[src/rtl/avr_pkg.sv]
`default_nettype none
// ============================================================================
// avr_pkg : types and constants shared by the AVR serial link blocks
// Rev 1.0
// ============================================================================
package avr_pkg;

    localparam int c_DATA_WIDTH = 8;

    typedef enum logic [1:0] {
        IDLE  = 2'd0,
        START = 2'd1,
        DATA  = 2'd2,
        STOP  = 2'd3
    } tx_state_e;

    function automatic int clks_per_bit(input int clk_freq, input int baud);
        return clk_freq / baud;
    endfunction

endpackage
`default_nettype wire

[src/rtl/avr_uart_tx_if.sv]
`default_nettype none
// ============================================================================
// avr_uart_tx_if : byte write port between fabric logic and avr_uart_tx
// Rev 1.0
// ============================================================================
interface avr_uart_tx_if;
    import avr_pkg::*;

    logic [c_DATA_WIDTH-1:0] data;
    logic                    new_data;
    logic                    full;
    logic                    busy;

    modport master (output data, output new_data, input full, input busy);
    modport slave  (input data, input new_data, output full, output busy);

endinterface
`default_nettype wire

[src/rtl/avr_uart_tx_byte_fifo.sv]
`default_nettype none
// ============================================================================
// byte_fifo : synchronous FIFO with flush; head word is visible on rd_data
// Rev 1.0
// ============================================================================
module byte_fifo
    import avr_pkg::*;
#(
    parameter int DEPTH = 4,
    parameter int WIDTH = c_DATA_WIDTH
) (
    input  wire logic                   clk,
    input  wire logic                   rst,
    input  wire logic                   wr,
    input  wire logic [WIDTH-1:0]       wr_data,
    input  wire logic                   rd,
    output logic      [WIDTH-1:0]       rd_data,
    input  wire logic                   flush,
    output logic      [$clog2(DEPTH):0] count,
    output logic                        full,
    output logic                        empty
);

    localparam int c_PTR_W = $clog2(DEPTH);
    localparam int c_CNT_W = c_PTR_W + 1;

    logic [WIDTH-1:0]   r_mem [DEPTH];
    logic [c_PTR_W-1:0] r_wr_ptr;
    logic [c_PTR_W-1:0] r_rd_ptr;
    logic [c_CNT_W-1:0] r_count;
    logic               w_push;
    logic               w_pop;

    assign full    = (r_count == c_CNT_W'(DEPTH));
    assign empty   = (r_count == '0);
    assign count   = r_count;
    assign rd_data = r_mem[r_rd_ptr];
    assign w_push  = wr & ~full;
    assign w_pop   = rd & ~empty;

    always_ff @(posedge clk or posedge rst) begin
        if (rst) begin
            r_wr_ptr <= '0;
            r_rd_ptr <= '0;
            r_count  <= '0;
        end else if (flush) begin
            r_wr_ptr <= '0;
            r_rd_ptr <= '0;
            r_count  <= '0;
        end else begin
            if (w_push) r_wr_ptr <= r_wr_ptr + c_PTR_W'(1);
            if (w_pop)  r_rd_ptr <= r_rd_ptr + c_PTR_W'(1);
            case ({w_push, w_pop})
                2'b10:   r_count <= r_count + c_CNT_W'(1);
                2'b01:   r_count <= r_count - c_CNT_W'(1);
                default: r_count <= r_count;
            endcase
        end
    end

    // Storage needs no reset; validity is tracked by r_count alone.
    always_ff @(posedge clk) begin
        if (w_push && !flush) r_mem[r_wr_ptr] <= wr_data;
    end

endmodule
`default_nettype wire

[src/rtl/avr_uart_tx.sv]
`default_nettype none
// ============================================================================
// avr_uart_tx : buffered 8N1 transmitter to the AVR with receive-busy pacing
// Rev 1.0
// ============================================================================
module avr_uart_tx
    import avr_pkg::*;
#(
    parameter int CLK_FREQ   = 50000000,
    parameter int BAUD       = 500000,
    parameter int FIFO_DEPTH = 4
) (
    input  wire logic     clk,
    input  wire logic     rst,
    input  wire logic     ready,
    input  wire logic     avr_busy,
    avr_uart_tx_if.slave  bus,
    output logic          tx
);

    localparam int                  c_CLKS_PER_BIT = clks_per_bit(CLK_FREQ, BAUD);
    localparam int                  c_BAUD_W       = $clog2(c_CLKS_PER_BIT);
    localparam logic [c_BAUD_W-1:0] c_BAUD_LAST    = c_BAUD_W'(c_CLKS_PER_BIT - 1);
    localparam int                  c_CNT_W        = $clog2(FIFO_DEPTH) + 1;

    tx_state_e                 r_state, w_state_next;
    logic [c_BAUD_W-1:0]       r_baud, w_baud_next;
    logic [2:0]                r_bit, w_bit_next;
    logic [c_DATA_WIDTH-1:0]   r_shift, w_shift_next;
    logic                      r_tx, w_tx_next;
    logic                      r_busy_meta, r_busy_s;
    logic                      w_push, w_pop, w_start_ok, w_bit_end;
    logic [c_DATA_WIDTH-1:0]   w_fifo_rd_data;
    logic [c_CNT_W-1:0]        w_fifo_count;
    logic                      w_fifo_full, w_fifo_empty;

    assign bus.full   = w_fifo_full | ~ready;
    assign bus.busy   = (r_state != IDLE) | (w_fifo_count != '0);
    assign w_push     = bus.new_data & ~bus.full;
    assign w_start_ok = ready & ~r_busy_s & ~w_fifo_empty;
    assign w_bit_end  = (r_baud == c_BAUD_LAST);
    assign tx         = r_tx;

    byte_fifo #(
        .DEPTH (FIFO_DEPTH),
        .WIDTH (c_DATA_WIDTH)
    ) u_fifo (
        .clk     (clk),
        .rst     (rst),
        .wr      (w_push),
        .wr_data (bus.data),
        .rd      (w_pop),
        .rd_data (w_fifo_rd_data),
        .flush   (~ready),
        .count   (w_fifo_count),
        .full    (w_fifo_full),
        .empty   (w_fifo_empty)
    );

    // Reset to 1 so a frame cannot start before the AVR line has been seen.
    always_ff @(posedge clk or posedge rst) begin
        if (rst) begin
            r_busy_meta <= 1'b1;
            r_busy_s    <= 1'b1;
        end else begin
            r_busy_meta <= avr_busy;
            r_busy_s    <= r_busy_meta;
        end
    end

    always_ff @(posedge clk or posedge rst) begin
        if (rst) begin
            r_state <= IDLE;
            r_baud  <= '0;
            r_bit   <= '0;
            r_shift <= '0;
            r_tx    <= 1'b1;
        end else begin
            r_state <= w_state_next;
            r_baud  <= w_baud_next;
            r_bit   <= w_bit_next;
            r_shift <= w_shift_next;
            r_tx    <= w_tx_next;
        end
    end

    always_comb begin
        w_state_next = r_state;
        w_baud_next  = r_baud;
        w_bit_next   = r_bit;
        w_shift_next = r_shift;
        w_pop        = 1'b0;

        if (!ready) begin
            w_state_next = IDLE;
            w_baud_next  = '0;
            w_bit_next   = '0;
        end else begin
            case (r_state)
                IDLE: begin
                    if (w_start_ok) begin
                        w_pop        = 1'b1;
                        w_shift_next = w_fifo_rd_data;
                        w_baud_next  = '0;
                        w_state_next = START;
                    end
                end
                START: begin
                    if (w_bit_end) begin
                        w_baud_next  = '0;
                        w_bit_next   = '0;
                        w_state_next = DATA;
                    end else begin
                        w_baud_next = r_baud + c_BAUD_W'(1);
                    end
                end
                DATA: begin
                    if (w_bit_end) begin
                        w_baud_next  = '0;
                        w_shift_next = {1'b0, r_shift[c_DATA_WIDTH-1:1]};
                        if (r_bit == 3'd7) begin
                            w_state_next = STOP;
                        end else begin
                            w_bit_next = r_bit + 3'd1;
                        end
                    end else begin
                        w_baud_next = r_baud + c_BAUD_W'(1);
                    end
                end
                STOP: begin
                    if (w_bit_end) begin
                        w_baud_next = '0;
                        if (w_start_ok) begin
                            w_pop        = 1'b1;
                            w_shift_next = w_fifo_rd_data;
                            w_state_next = START;
                        end else begin
                            w_state_next = IDLE;
                        end
                    end else begin
                        w_baud_next = r_baud + c_BAUD_W'(1);
                    end
                end
                default: w_state_next = IDLE;
            endcase
        end
    end

    // Line level is registered from the next state so tx never glitches.
    always_comb begin
        case (w_state_next)
            START:   w_tx_next = 1'b0;
            DATA:    w_tx_next = w_shift_next[0];
            default: w_tx_next = 1'b1;
        endcase
    end

endmodule
`default_nettype wire

[src/flat_wrapper.sv]
// flat-port wrapper written by rule: the top's interface ports become plain ports
module avr_uart_tx_flat import avr_pkg::*;
#(
    parameter int CLK_FREQ   = 50000000,
    parameter int BAUD       = 500000,
    parameter int FIFO_DEPTH = 4
)
  (clk, rst, ready, avr_busy, tx, bus_data, bus_new_data, bus_full, bus_busy);
  avr_uart_tx_if bus_i ();
  input  wire logic clk;
  input  wire logic rst;
  input  wire logic ready;
  input  wire logic avr_busy;
  output logic tx;
  input wire logic [$bits(bus_i.data)-1:0] bus_data;
  input wire logic [$bits(bus_i.new_data)-1:0] bus_new_data;
  output wire logic [$bits(bus_i.full)-1:0] bus_full;
  output wire logic [$bits(bus_i.busy)-1:0] bus_busy;
  assign bus_i.data = bus_data;
  assign bus_i.new_data = bus_new_data;
  assign bus_full = bus_i.full;
  assign bus_busy = bus_i.busy;
  avr_uart_tx #(.CLK_FREQ(CLK_FREQ), .BAUD(BAUD), .FIFO_DEPTH(FIFO_DEPTH)) u_core (.clk(clk), .rst(rst), .ready(ready), .avr_busy(avr_busy), .bus(bus_i), .tx(tx));
endmodule
[config.mk]
export PLATFORM = sky130hd
export DESIGN_NAME = avr_uart_tx_flat
export DESIGN_NICKNAME = d
export VERILOG_FILES = /design/src/rtl/avr_pkg.sv /design/src/rtl/avr_uart_tx_if.sv /design/src/rtl/avr_uart_tx_byte_fifo.sv /design/src/rtl/avr_uart_tx.sv /design/src/flat_wrapper.sv
export SDC_FILE = /design/constraint.sdc
export NUM_CORES = 1
export LEC_CHECK = 0
export ABC_AREA = 0
export BUFFER_PORTS_ARGS = -buffer_cell sky130_fd_sc_hd__buf_2
export CORE_MARGIN = 1.5
export CORE_UTILIZATION = 40
export DETAILED_ROUTE_END_ITERATION = 7
export PLACE_DENSITY_LB_ADDON = 0.25
export SLEW_MARGIN = 20
export SYNTH_ARGS = -nofsm -noshare
export SYNTH_HDL_FRONTEND = slang
export SYNTH_SLANG_ARGS = --single-unit
[constraint.sdc]
create_clock -name clk -period 6 [get_ports clk]
set_input_delay 0.3 -clock clk [delete_from_list [all_inputs] [get_ports clk]]
set_output_delay 0.3 -clock clk [all_outputs]
set_load 0.01 [all_outputs]
# After elaboration in Yosys (flattened, before gate mapping)
# Memory sizes are Yosys's and may differ from the RTL's.
# Index checks and enable logic that the tools add are counted.
# op_classes
add_sub_neg	6
n_mul	0
n_div	0
order_cmp	0
eq_ne	20
n_shift	0
muxes	35
bitwise	12
n_reduce_logical	9
# ops
operator	count
2-to-1 mux 8 bit	3
case mux 8 bit (3 select lines)	1
2-to-1 mux 7 bit	3
2-to-1 mux 2 bit	10
2-to-1 mux 3 bit	5
case mux 7 bit (2 select lines)	1
case mux 3 bit (2 select lines)	2
!= test 3 x 2 -> 1 bit, second input constant	3
== test 2 bit, second input constant	4
!= test 2 x 1 -> 1 bit, second input constant	4
case mux 2 bit (4 select lines)	1
AND reduction 4 bit	2
adder 7 x 1 -> 7 bit, second input constant	1
== test 7 bit, second input constant	1
2-to-1 mux 1 bit	7
adder 3 x 1 -> 3 bit, second input constant	2
== test 2 x 1 -> 1 bit, second input constant	3
== test 3 bit, second input constant	2
!= test 3 x 1 -> 1 bit, second input constant	2
nonzero test 3 bit	2
bitwise AND 1 bit	5
NOT 1 bit	5
adder 2 x 1 -> 2 bit, second input constant	2
case mux 1 bit (2 select lines)	2
other kinds (8)	9
# totals
ff_bits	30
latchBits	0
mem_bits_rw	32
romBits	0
input_bits	13
output_inout_bits	3
wordCells	94
mem_count	1
# mem_list
name	depth	word_bits	read_ports	rd_ports_with_merged_regs	write_ports	line	rtl
u_core.u_fifo.r_mem	4	8	1	0	1	avr_uart_tx_byte_fifo.sv:27	logic [WIDTH-1:0] r_mem [DEPTH];

# Longest topological paths before layout
# depth
word_depth	11
ltp_mapped	8
ltp_nobuf	8

# By module
# A second synthesis with hierarchy kept.
# unflattened
cells_unflattened	249
area_unflattened_um2	3086.7
# by_module_without_submodules
mod	instances	cells_each	area_per_inst_um2	seq_area_each_um2
byte_fifo	1	110	1747.9	1136.1
avr_uart_tx	1	139	1338.8	579.3

# Worst setup path after synthesis
# Ideal clock, no wire load.
# synth_path
path_type	reg2reg
startpoint	register u_core.r_baud[0]
endpoint	register u_core.u_fifo.r_count[2], in the netlist u_core.u_fifo.count[2]
setup_time_ns	0.135
t_arrival_ns	2.085
t_required_ns	5.865
path_slack_ns	3.780
path_stages_with_launch	9
path_buffers	0
period_less_slack_ns	2.220
cell_sequence	dfrtp_1 ha_1 and4bb_2 a31oi_4 nor4_1 fa_1 and4_1 mux2i_1 o211ai_1
# synth_between
elab_chain_cells	8
word_cells_on_any_way	10
cone_classes	4 x eq/ne; 5 x mux; 1 x bitwise
# synth_lines
element	line	rtl
start: declaration	avr_uart_tx.sv:27	logic [c_BAUD_W-1:0] r_baud, w_baud_next;
start signal: assignment	avr_uart_tx.sv:80	r_baud <= w_baud_next;
== test 7 bit *	avr_uart_tx.sv:41	assign w_bit_end = (r_baud == c_BAUD_LAST);
2-to-1 mux 1 bit *	avr_uart_tx.sv:131	if (w_bit_end) begin
case mux 1 bit (2 select lines) *	avr_uart_tx.sv:99	case (r_state)
2-to-1 mux 1 bit *	avr_uart_tx.sv:94	if (!ready) begin
bitwise AND 1 bit *	avr_uart_tx_byte_fifo.sv:39	assign w_pop = rd & ~empty;
== test 2 x 1 -> 1 bit or == test 2 bit (tied branches)	avr_uart_tx_byte_fifo.sv:53	case ({w_push, w_pop})
case mux 3 bit (2 select lines)	avr_uart_tx_byte_fifo.sv:53	
2-to-1 mux 3 bit	avr_uart_tx_byte_fifo.sv:46	end else if (flush) begin
end signal: assignment	avr_uart_tx_byte_fifo.sv:54	2'b10: r_count <= r_count + c_CNT_W'(1);
end signal: assignment	avr_uart_tx_byte_fifo.sv:55	2'b01: r_count <= r_count - c_CNT_W'(1);
end signal: assignment	avr_uart_tx_byte_fifo.sv:56	default: r_count <= r_count;
end: declaration	avr_uart_tx_byte_fifo.sv:30	logic [c_CNT_W-1:0] r_count;
# Mark *: on every way between the ends. The rest lies on a longest branch, timed or not.
# A chain may end at the register's enable or synchronous reset.

# Final worst setup path
# Ends and elaborated chain as after synthesis.

==> impl_summary.txt <==
----------------------------------------------------
[Run status]
  Status ... completed

[Drt]
  Avg WL per Cell ... 16.0 microns
  Count of routing violations after the opening detailed-route iteration ... 48
  Post-DRT Antenna Nets ... 0
  Total length of routed wires ... 5580 microns
  Iteration count of the initial detailed-routing pass ... 4
  Routed vias ... 1872
  Mean number of vias per cell ... 5.36
  Post-detailed-route DRC marker count ... 0

[Power and ir drop]
  Max IR drop VDD ... 0.136 mV
  Static Leakage ... 1.30 nW
  Overall power after layout ... 1.00 mW
  Pwr per Cell Area ... 298 mW/mm^2

[Logic synthesis]
  FF+latch count, synth ... 62
  Post-synthesis share of cell area spent on full adders, half adders and majority gates ... 5.23%
  Share of Yosys cell area claimed by the top area cell type ... 31.9%
  Synthesized net count ... 251
  Leading cell types by total area after synthesis ... edfxtp_1 (32%), dfrtp_1 (22%), mux4_2 (6.0%), ha_1 (4.6%), a22o_1 (3.8%)
  Main combinational cell family by area after synthesis ... compound AO/OA/AOI/OAI gates
  Primary FF master, synth ... edfxtp_1
  Most instantiated cells after synthesis ... edfxtp_1 (32), dfrtp_1 (27), nand2_1 (18)
  Count of flip-flops with a built-in enable after synthesis ... 32
  Cell with the most instances after synthesis ... edfxtp_1
  Multiplexer share of the synthesized area ... 8.02%
  Post-synthesis share of cell area spent on xor and xnor gates ... 1.45%
  Count of yosys warnings during synthesis ... 0
  Cell type with the highest aggregate area in the netlist ... edfxtp_1
  Cell variety after synth ... 59
  Number of standard cells after synthesis ... 226
  Post-Synthesis Mean Instance Area ... 13.3 sq um
  Proportion of synthesized flip-flops having asynchronous set or reset ... 48.4%
  Synthesized cell area ... 0.00301 sq mm
  Compound-Gate Fraction of Synth Area ... 13.5%
  Sequential area share after synthesis ... 57.0%
  Simple-Gate Fraction of Synth Area ... 12.6%

[Global routing]
  Via count of the first global-routing pass ... 1858
  Antenna violations before repair ... 0
  Pin count of the biggest net entering global routing ... 31
  Wire length of the first global-routing pass ... 9580 microns
  Global-route total usage across every layer ... 15.4%
  GRT Residual Overflow ... 0

[STA]
  Worst slew margin relative to its limit ... 62.0%
  F_max ... 0.415 GHz
  Worst-Margin Slew ... 569 ps
  Setup WS post-layout ... 3590 ps
  Final hold violation count ... 0
  Portion of the clock cycle consumed by the worst path in the final layout ... 40.2%
  Final Setup Violations ... 0
  Final sum of negative setup slack ... 0 ps
  RSZ-0062 raised after global routing ... false
  Pins Over Slew Limit ... 0
  Final critical delay including setup and external delays ... 2410 ps
  Max Clock Skew ... 7.19 ps

[Placement]
  Worst slack at placement ... 3620 ps
  Half-perimeter wire length after detailed placement ... 3740 microns
  Post-Place Cell Area ... 0.00319 sq mm
  Weighted congestion at the end of routability-driven global placement ... 0.786
  IO Port Bufs ... 15

[Floorplan]
  Width of the die ... 89.8 microns
  I/O pins ... 16
  Number of rows in the core area ... 31
  Core area ... 0.00725 sq mm
  Die footprint ... 0.00806 sq mm
  Die H ... 89.8 microns
  Initial core utilization ... 41.5%

[Worst setup path]
  Critical-path cell list ... ha_1, and4bb_2, a31oi_4, nor4_1, fa_1, and4_1, mux2i_1, o211ai_1
  Launching element type of the critical path ... flip-flop
  Crit-path max FO ... 7
  Signal arrival time at the worst endpoint ... 2630 ps
  Largest delay share family, worst path ... adder cells
  Critical-path top delay cell ... fa_1
  Buffering stage count on the worst path with inverters included ... 0
  Maximum cell stage delay along the critical path ... 440 ps
  Type of element capturing the critical path ... flip-flop
  Type of the worst setup path ... reg -> reg
  WP data required ... 6220 ps

[Clock network]
  Clock-pin slew of the registers on the worst-case setup and hold paths ... 80 ps
  Buffer depth of the longest clock path ... 2
  Post-CTS setup-driven buffer insertion count ... 0
  Hold Buf Count CTS ... 0
  Clock Latency Late Sink ... 340 ps
  # resized after CTS ... 0
  Cell chosen for the clock root ... clkbuf_8
  Clock net sink count ... 62
  Max H-tree Level ... 3
  TritonCTS clock tree ... built
  Number of buffers added by the clock tree synthesis step ... 9

[Layout]
  Post-Route Utilization ... 46.5%
  Design area ... 0.00337 sq mm
  Sequential cell area in the final layout ... 0.00172 sq mm
  P&R area growth vs syn ... 12.0%
  Ratio of cells with drive above 1 in the final layout ... 21.6%
  Final layout net count ... 270
  Multi-input gate area ... 0.00123 sq mm
  Count of filler cells inserted in the layout ... 671
  # diodes ... 0

[Job]
  Total of max-cap violations ... 0

[Min path]
  Type of the most critical hold path ... in -> async

----------------------------------------------------
==> logic make-up (layout without fill, tap and decap cells) <==
group,Yosys count,count (layout)
and+or+nand+nor,63,63
DFF,62,62
AOI/OAI and AO/OA,53,53
buffers and inverters,17,41
muxes,14,14
adders and majority gates,12,12
xor gates and xnor gates,5,5
==> path summary, 6_finish.rpt <==
check / end / start / slack [ps] / cells past startpoint
max: u_core.u_fifo.count[2] / u_core.r_baud[0] / 3590 / 8
min: u_core.r_shift[6] / rst / 30 / 3
max reg2reg: u_core.u_fifo.count[2] / u_core.r_baud[0] / 3590 / 8
min reg2reg: u_core.r_busy_s / u_core.r_busy_meta / 360 / 0
max in group asynchronous: u_core.r_busy_meta / rst / 5650 / 3
min in group clk: u_core.r_busy_meta / avr_busy / 50 / 1
==> layout by cell type (no fill, tap or decap), types with 2 or more instances in the layout <==
cell	count
nand2_1	18
nand4_1	4
edfxtp_1	32
and2_1	8
nor2_1	5
o21ai_1	5
nand2b_1	2
a21oi_1	3
a22o_1	13
nor2b_1	2
inv_1	9
nor4b_1	2
o31ai_1	3
buf_2	15
mux4_2	8
xnor2_1	3
inv_6	3
nor4_1	2
and3_1	2
dfstp_2	3
dfrtp_1	27
clkbuf_8	9
a21boi_1	2
o211ai_1	2
a32o_1	2
nand3_1	3
ha_1	11
mux2i_1	5
clkinv_4	2
xor2_1	2
o21ai_0	11
==> power breakdown <==
group / internal [mW] / switching, mW / total, mW
clock: 0.158 / 0.191 / 0.349
combinational: 0.0675 / 0.0687 / 0.136
sequential: 0.488 / 0.0310 / 0.519
==> layer usage <==
layer / up-vias / global-route usage, % / wire (microns)
met4: 0 / 6.75 / 106
met1: 938 / 20.9 / 2700
met5: - / 0 / 0
li1: 903 / - / -
met2: 23 / 23.0 / 2600
met3: 8 / 4.40 / 166
==> worst reg2reg max path, stage by stage, from the launching register on <==
cell and delay (ps):
dfrtp_1 410, ha_1 250, and4bb_2 310, a31oi_4 310
nor4_1 110, fa_1 440, and4_1 220, mux2i_1 140
o211ai_1 100
==> per-stage QoR <==
step	instances	hold slack, ps
3_3_place_gp	333	345
4_1_cts	349	31.8
6_report	349	26.9
3_5_place_dp	333	348
5_1_grt	349	37.9
2_1_floorplan	226	304
==> state kept, by name (all words and copies together), names as in the netlist, 2 cells and up <==
| signal | count |
|---|---|
| u_core.u_fifo.r_mem | 32 |
| u_core.r_shift | 8 |
| u_core.r_baud | 7 |
| u_core.r_bit | 3 |
| u_core.u_fifo.count | 3 |
| u_core.r_state | 2 |
| u_core.u_fifo.r_rd_ptr | 2 |
| u_core.u_fifo.r_wr_ptr | 2 |
==> cell type report <==
cell class	count	share of cell area (%)
multi-input cells	147	36.5
repair buffers	16	2.45
flip-flops and latches	62	50.9
clock inverters	7	1.86
clock buffers	9	3.67
inverters	9	1.00
well taps	99	3.67
(Power assumes the default switching activity.)
